==> src/rtl/seg7_scan_driver_pkg.sv <==
// Shared constants, decoder codes and buffer layout for the 8-digit
// time-multiplexed 7-segment scan driver.
package seg7_scan_driver_pkg;

  localparam int         NUM_DIGITS = 8;
  localparam logic [2:0] LAST_DIGIT = 3'(NUM_DIGITS - 1);

  localparam logic [7:0] SEG_BLANK = 8'hFF;
  localparam logic [7:0] AN_OFF    = 8'hFF;

  // Active-low g..a patterns for hex digits 0..F.
  localparam logic [6:0] SEG_0 = 7'h40;
  localparam logic [6:0] SEG_1 = 7'h79;
  localparam logic [6:0] SEG_2 = 7'h24;
  localparam logic [6:0] SEG_3 = 7'h30;
  localparam logic [6:0] SEG_4 = 7'h19;
  localparam logic [6:0] SEG_5 = 7'h12;
  localparam logic [6:0] SEG_6 = 7'h02;
  localparam logic [6:0] SEG_7 = 7'h78;
  localparam logic [6:0] SEG_8 = 7'h00;
  localparam logic [6:0] SEG_9 = 7'h10;
  localparam logic [6:0] SEG_A = 7'h08;
  localparam logic [6:0] SEG_B = 7'h03;
  localparam logic [6:0] SEG_C = 7'h46;
  localparam logic [6:0] SEG_D = 7'h21;
  localparam logic [6:0] SEG_E = 7'h06;
  localparam logic [6:0] SEG_F = 7'h0E;

  typedef struct packed {
    logic [31:0] data;
    logic [7:0]  point;
    logic [7:0]  blank;
  } disp_buf_t;

  function automatic logic [7:0] digit_enable(input logic [2:0] idx);
    return ~(8'b1 << idx);
  endfunction

endpackage

==> src/rtl/seg7_scan_driver_hex_to_seg7.sv <==
// Combinational 4-bit hex nibble to active-low 7-segment (g..a) decoder.
module hex_to_seg7
  import seg7_scan_driver_pkg::*;
(
  input  logic [3:0] hex,
  output logic [6:0] seg
);

  always_comb begin
    seg = SEG_BLANK[6:0];
    case (hex)
      4'h0: seg = SEG_0;
      4'h1: seg = SEG_1;
      4'h2: seg = SEG_2;
      4'h3: seg = SEG_3;
      4'h4: seg = SEG_4;
      4'h5: seg = SEG_5;
      4'h6: seg = SEG_6;
      4'h7: seg = SEG_7;
      4'h8: seg = SEG_8;
      4'h9: seg = SEG_9;
      4'hA: seg = SEG_A;
      4'hB: seg = SEG_B;
      4'hC: seg = SEG_C;
      4'hD: seg = SEG_D;
      4'hE: seg = SEG_E;
      4'hF: seg = SEG_F;
      default: seg = SEG_BLANK[6:0];
    endcase
  end

endmodule

==> src/rtl/seg7_scan_driver.sv <==
// Double-buffered 8-digit common-anode scan driver: a loaded word is swapped
// into the active buffer only on the digit 7 -> 0 wrap, so frames never tear.
module seg7_scan_driver
  import seg7_scan_driver_pkg::*;
#(
  parameter int SCAN_CYCLES = 100000,
  parameter int CNT_W       = 17
) (
  input  logic        clk,
  input  logic        rst,
  input  logic        load,
  input  logic [31:0] data_in,
  input  logic [7:0]  point_in,
  input  logic [7:0]  blank_in,
  output logic [7:0]  an,
  output logic [7:0]  seg,
  output logic        frame_done
);

  // Handshake: load is a single-cycle strobe with no ready/backpressure; the
  // word is always accepted, and a later load in the same frame overwrites it.

  logic [CNT_W-1:0] cnt;
  logic [2:0]       idx;
  disp_buf_t        staging;
  disp_buf_t        active;
  disp_buf_t        in_buf;
  logic             pending;
  logic             tc;
  logic             wrap;
  logic [3:0]       nib;
  logic [6:0]       dec_seg;

  assign in_buf = {data_in, point_in, blank_in};
  assign tc     = (cnt == CNT_W'(SCAN_CYCLES - 1));
  assign wrap   = tc && (idx == LAST_DIGIT);
  assign nib    = active.data[{idx, 2'b00} +: 4];

  hex_to_seg7 u_dec (
    .hex (nib),
    .seg (dec_seg)
  );

  always_ff @(posedge clk) begin
    if (rst) begin
      cnt        <= '0;
      idx        <= '0;
      staging    <= '0;
      active     <= '0;
      pending    <= 1'b0;
      an         <= AN_OFF;
      seg        <= SEG_BLANK;
      frame_done <= 1'b0;
    end else begin
      if (tc) begin
        cnt <= '0;
        idx <= idx + 3'd1;
      end else begin
        cnt <= cnt + CNT_W'(1);
      end

      frame_done <= wrap;

      if (load) staging <= in_buf;

      // A load landing exactly on the wrap goes straight to the display so it
      // does not wait a whole extra frame.
      if (wrap && load) begin
        active  <= in_buf;
        pending <= 1'b0;
      end else if (wrap && pending) begin
        active  <= staging;
        pending <= 1'b0;
      end else if (load) begin
        pending <= 1'b1;
      end

      if (active.blank[idx]) begin
        an  <= AN_OFF;
        seg <= SEG_BLANK;
      end else begin
        an  <= digit_enable(idx);
        seg <= {~active.point[idx], dec_seg};
      end
    end
  end

endmodule

==> config.mk <==
export PLATFORM = sky130hd
export DESIGN_NAME = seg7_scan_driver
export DESIGN_NICKNAME = d
export VERILOG_FILES = /design/src/rtl/seg7_scan_driver_pkg.sv /design/src/rtl/seg7_scan_driver_hex_to_seg7.sv /design/src/rtl/seg7_scan_driver.sv
export SDC_FILE = /design/constraint.sdc
export NUM_CORES = 1
export LEC_CHECK = 0
export CORE_MARGIN = 5
export CORE_UTILIZATION = 35
export CTS_BUF_LIST = sky130_fd_sc_hd__clkbuf_4 sky130_fd_sc_hd__clkbuf_8
export DETAILED_ROUTE_END_ITERATION = 16
export PLACE_DENSITY = 0.65
export SYNTH_ARGS = -nofsm -noshare
export SYNTH_HDL_FRONTEND = slang
export SYNTH_SLANG_ARGS = --single-unit
==> constraint.sdc <==
create_clock -name clk -period 4 [get_ports clk]
set_clock_uncertainty 0.2 [all_clocks]
set_input_delay 0.8 -clock clk [delete_from_list [all_inputs] [get_ports clk]]
set_output_delay 0.8 -clock clk [all_outputs]
set_load 0.05 [all_outputs]
==> results.yml, run 1 <==
power_and_ir_drop:
  power.density_nw_per_um2: 405.9
  cellLeakagePower_nw: 2.523
  total_power_mw: 2.737
  ir_worst_vdd_mv: 0.2341
global_route:
  grt_max_degree: 107
  grt_pass1_wl_um: 20310
  grt_overflow: 0
  antenna_found_initial: 0
  grt_pass1_vias: 4042
  groute.usage.overall_pct: 13.94
logic_synthesis:
  synth-async-reset-ratio_pct: 0
  ys.flop_type: "dfxtp_1"
  synth-simple-area-share_pct: 14.52
  synth_most_common_cell: "dfxtp_1"
  synthCells: 557
  ys_types: 41
  synth_compound_area_share_pct: 12.66
  synthMuxAreaShare_pct: 14.47
  synth_top_family_by_area: "simple AND/OR/NAND/NOR gates"
  ys_ff_latch: 134
  yosys-top-cells-count: "dfxtp_1, nor2_1, mux2i_1"
  yosysTopAreaCellShare_pct: 48.55
  ys_seq_area_share_pct: 48.55
  synthAdderAreaFrac_pct: 2.944
  avgSynthCellArea_um2: 9.920
  synth_xor_area_share_pct: 2.536
  yosys.area.top_type: "dfxtp_1"
  synth_area_um2: 5525
  synth-edff-count: 0
  syn_nets: 621
  ys_warn_count: 0
  synthTopCellsByArea: "dfxtp_1, mux2i_1, nor2_1"
critical_path:
  critical-path-slowest-cell: "dfxtp_1"
  r2r_slack_ns: 0.80
  reg2regPathDepth: 8
  crit_chain: "buf_4 -> mux4_2 -> mux2_2 -> inv_1 -> ha_1 -> nor3_1 -> a211oi_1 -> o21ai_0"
  slowest_delay_ns: 0.73
  arrival_ns: 3.34
  r2r_end: "seg[3]"
  crit_required_ns: 4.15
  reg2reg_from: "idx[0]"
  endpoint_kind: "register"
  setup.worst_path.class: "register to register"
  crit_path_start_kind: "register"
  cp.depth: 8
  critPathBufInv: 2
  cp_max_fo: 13
  path_delay_family: "multiplexers"
floorplan:
  pin_count: 68
  initial_core_util_pct: 35.16
  die_area_um2: 18400
  rows: 46
  die_width_um: 135.6
  core_um2: 15710
  die_h_um: 135.6
run_status:
  outcome: "finished clean"
job:
  maxCapViolCount: 0
clocking:
  cts.sinks: 134
  post_cts_buffers: 0
  clk_pin_slew_ns: 0.07
  cts_buffer_depth: 2
  hold_buffers: 0
  cts_buffers: 17
  clock_latency_ns: 0.44
  htreeDepth: 4
  ctsResizeCount: 0
  cts_tree: "built"
  cts_root_buffer: "clkbuf_8"
drt:
  drc_errors: 0
  vias: 4052
  initialDrtViolationCount: 274
  viasPerCell: 4.847
  drt-wirelength-per-cell_um: 14.58
  ant_nets: 0
  wl_um: 12190
  firstDrtPassIters: 4
min_path:
  min_from: "cnt[0]"
  min_path_cells: 1
  hold_class: "register to register"
  whs_endpoint: "cnt[0]"
place:
  port-buffer-count: 67
  dpl.hpwl_um: 8670
  gp_congestion: 0.8794
  placed_area_um2: 6329
  dp.cells: 804
finish:
  final_util_pct: 42.91
  nets: 671
  drive_above_1_share_pct: 11.13
  stdcell_area_um2: 6743
  finalNonFillerCells: 836
  num_antenna_cells: 0
  area_growth_pct: 22.03
timing:
  period_minus_slack_ns: 3.195
  slew-limit-headroom_pct: 28.71
  max_freq_ghz: 0.3130
  setup-tns-final_ns: 0
  setup_violations: 0
  worst_pin_slew_ns: 1.069
  timing.final.crit_share_pct: 79.88
  hold_viol: 0
  rsz0062_at_grt: "false"
  slew_violations: 0
## worst max path at each step
stage          startpoint      to  slack (ns)
2_1_floorplan      idx[0]  seg[3]        1.20
3_3_place_gp       idx[0]  seg[3]         1.0
3_5_place_dp       idx[0]  seg[0]        0.83
4_1_cts            idx[0]  seg[3]        0.73
5_1_grt            idx[0]  seg[0]        0.58
6_report           idx[0]  seg[3]        0.80
## kinds of logic (layout without fill, tap and decap cells)
family | Yosys count | count (layout)
compound gates | 84 | 84
xor+xnor | 16 | 16
fa+ha+maj | 13 | 13
buf+inv | 57 | 120
flops | 134 | 134
mux | 67 | 67
simple gates | 186 | 186
## registers in the layout (all words and copies together), names as in the netlist
register / flops
staging: 48
frame_done: 1
idx: 3
active: 48
seg: 8
an: 8
cnt: 17
pending: 1
## layout by cell type, fill, tap and decap left out, drive strengths merged, types with 5 or more instances in the layout
cell and instances:
nor4 5, nand2 22, clkbuf 23, or4 5, mux2i 54, mux4 10
nor3 12, inv 15, a22oi 18, buf 7, clkinv 6, nand3 5
xnor2 14, a211oi 34, nor2 124, o221ai 5, clkdlybuf4s50 65, ha 13
a22o 19, dfxtp 134
## report_power, final
group	total (mW)	internal [mW]	switching, mW	leakage, nW
Combinational	0.193	0.0941	0.0992	1.22
Clock	1.16	0.664	0.498	0.215
Sequential	1.38	1.37	0.0127	1.09
## layer usage
metal  up-vias  share of wire, %  track usage [%]
met1      1885                44            16.99
met2       103                49            23.37
li1       2043                 -                -
met4         0               1.9            5.207
met5         -                 0                0
met3        21               5.1            4.049
## final cells by class
class | instances | area [um^2]
clock inverter | 9 | 126.4
tap | 216 | 270.3
multi-input combinational | 366 | 2615
fill | 1492 | 8970
timing repair buffer | 72 | 703.2
sequential | 134 | 2683
clock buffer | 23 | 285.3
inverter | 16 | 60.06
## stage by stage
stage	hold WS (ns)	worst slack, ns
5_1_grt	0.2696	0.5825
6_report	0.2522	0.8048
2_1_floorplan	0.2175	1.199
3_5_place_dp	0.2407	0.8277
4_1_cts	0.2552	0.7342
3_3_place_gp	0.2296	0.9981
No activity file was read; power rests on OpenSTA's default activity.
==> run 2, diff against run 1 <==
--- a/config.mk
+++ b/config.mk
@@ -9,7 +9,7 @@
 export CORE_UTILIZATION = 35
 export CTS_BUF_LIST = sky130_fd_sc_hd__clkbuf_4 sky130_fd_sc_hd__clkbuf_8
 export DETAILED_ROUTE_END_ITERATION = 16
-export PLACE_DENSITY = 0.65
+export PLACE_DENSITY = 0.67
 export SYNTH_ARGS = -nofsm -noshare
 export SYNTH_HDL_FRONTEND = slang
 export SYNTH_SLANG_ARGS = --single-unit
==> constraint.sdc (replaced) <==
create_clock -name clk -period 2.65 [get_ports clk]
set_clock_uncertainty 0.2 [all_clocks]
set_input_delay 0.53 -clock clk [delete_from_list [all_inputs] [get_ports clk]]
set_output_delay 0.53 -clock clk [all_outputs]
set_load 0.05 [all_outputs]
==> run 2 against run 1 <==
Against the previous run:
- critical path depth did not move
- combinational power rose by 53%
- power increased by 45%
- fmax rose by 26%
- cell area up 2.7%
- hold slack about the same
- highest routed layer unchanged
==> results.yml, run 2 (synthesis results as in run 1) <==
critical_path:
  reg2regPathDepth: 8
  crit_start: "idx[0]"
  setup.worst_path.class: "register to register"
  crit_required_ns: 2.80
  crit_path_start_kind: "register"
  r2r_slack_ns: 0.12
  arrival_ns: 2.69
  cp_max_fo: 6
  reg2reg_from: "idx[0]"
  endpoint_kind: "register"
  r2r_end: "seg[3]"
timing:
  setup_violations: 0
  hold_viol: 0
  setup-tns-final_ns: 0
  rsz0062_at_grt: "false"
  slew-limit-headroom_pct: 15.87
  period_minus_slack_ns: 2.532
  timing.final.crit_share_pct: 95.56
  slew_violations: 0
  worst_pin_slew_ns: 1.259
  max_freq_ghz: 0.3949
floorplan:
  initial_core_util_pct: 35.16
  rows: 46
  core_um2: 15710
  die_h_um: 135.6
  die_area_um2: 18400
  pin_count: 68
  die_width_um: 135.6
global_route:
  groute.usage.overall_pct: 13.86
  grt_overflow: 0
  grt_pass1_vias: 4056
  grt_pass1_wl_um: 20220
  grt_max_degree: 62
  antenna_found_initial: 0
clocking:
  cts_tree: "built"
  cts_root_buffer: "clkbuf_8"
  clock_latency_ns: 0.43
  cts_buffer_depth: 2
  cts.sinks: 134
  hold_buffers: 0
  cts_buffers: 17
  clk_pin_slew_ns: 0.06
  htreeDepth: 4
place:
  dpl.hpwl_um: 8872
  gp_congestion: 0.8219
  dp.cells: 818
  port-buffer-count: 67
  placed_area_um2: 6484
power_and_ir_drop:
  ir_worst_vdd_mv: 0.2969
  cellLeakagePower_nw: 2.613
  power.density_nw_per_um2: 571.8
min_path:
  hold_class: "register to register"
  min_from: "cnt[0]"
  whs_endpoint: "cnt[0]"
  min_path_cells: 1
drt:
  vias: 4098
  drc_errors: 0
  drt-wirelength-per-cell_um: 14.35
  viasPerCell: 4.821
  ant_nets: 0
  firstDrtPassIters: 4
  initialDrtViolationCount: 211
  wl_um: 12200
job:
  maxCapViolCount: 0
finish:
  final_common_cell: "dfxtp_1"
  layout.cells.most_common_list: "dfxtp_1, nor2_1, clkdlybuf4s50_1"
  finalNonFillerCells: 850
  stdcell_area_um2: 6928
  drive_above_1_share_pct: 13.72
  area_growth_pct: 25.38
  num_antenna_cells: 0
  nets: 688
  largestRegisters: "active: 48 flops, staging: 48 flops, cnt: 17 flops"
run_status:
  outcome: "finished clean"
[run 2: changes by cell type in the layout (fill, tap and decap cells not counted), sizes merged]
cell	before	now
buf	7	23
bufinv	3	1
clkinv	6	4
clkinvlp	1	0
clkbuf	23	26
[run 2: cell type report]
type                       count  area (um^2)
sequential                   134         2683
fill                        1440         8785
clock buffer                  25        325.3
inverter                      16        60.06
timing repair buffer          89        910.9
clock inverter                 4        45.04
tap                          216        270.3
multi-input combinational    366         2634
[run 2: what timing repair did]
action | 4_1_cts | 5_1_grt
cloned | 0 | 1
pin swaps | 0 | 2
hold endpoints to repair | 0 | 0
buffers inserted | 0 | 2
resized for setup | 0 | 5
endpoints found under the setup margin | 1 | 48
[run 2: critical path: stages (launching register included)]
cell	delay, ns
dfxtp_1	0.38
buf_4	0.20
mux4_2	0.51
mux2_2	0.34
inv_1	0.14
ha_1	0.28
nor3_2	0.18
a211oi_1	0.07
o21ai_0	0.15
[run 2: where the power goes]
part           switching, mW  internal [mW]
clock network          0.701          0.878
logic                  0.150          0.146
registers             0.0199           2.07
[run 2: how the worst max path moves through the flow]
stage | end | slack (ns) | cells past startpoint
finish | seg[3] | 0.12 | 8
global route | active[35] | 0.01 | 8
CTS | active[23] | -0.01 | 7
detailed placement | active[24] | 0.01 | 7
global placement | active[2] | 0.10 | 5
floorplan | active[19] | 0.0003 | 8
[run 2: per-layer routing]
| layer | up-vias | global-route usage, % | part of all wire (%) |
|---|---|---|---|
| li1 | 2073 | - | - |
| met1 | 1920 | 17.74 | 46 |
| met2 | 91 | 22.43 | 49 |
| met3 | 14 | 3.603 | 4.6 |
| met4 | 0 | 5.375 | 1.3 |
| met5 | - | 0 | 0 |
[run 2: metrics by stage]
stage | setup slack (ns) | power [mW] | util [%] | hold slack (ns)
after floorplan | 0.0003253 | 2.298 | - | 0.2175
after global placement | 0.1002 | 2.422 | 41.26 | 0.2301
after detailed placement | 0.01260 | 2.431 | 41.26 | 0.2418
after CTS | -0.01047 | 4.012 | 43.62 | 0.2552
after global routing | 0.01126 | 4.137 | 44.09 | 0.2676
final | 0.1176 | 3.961 | 44.09 | 0.2518
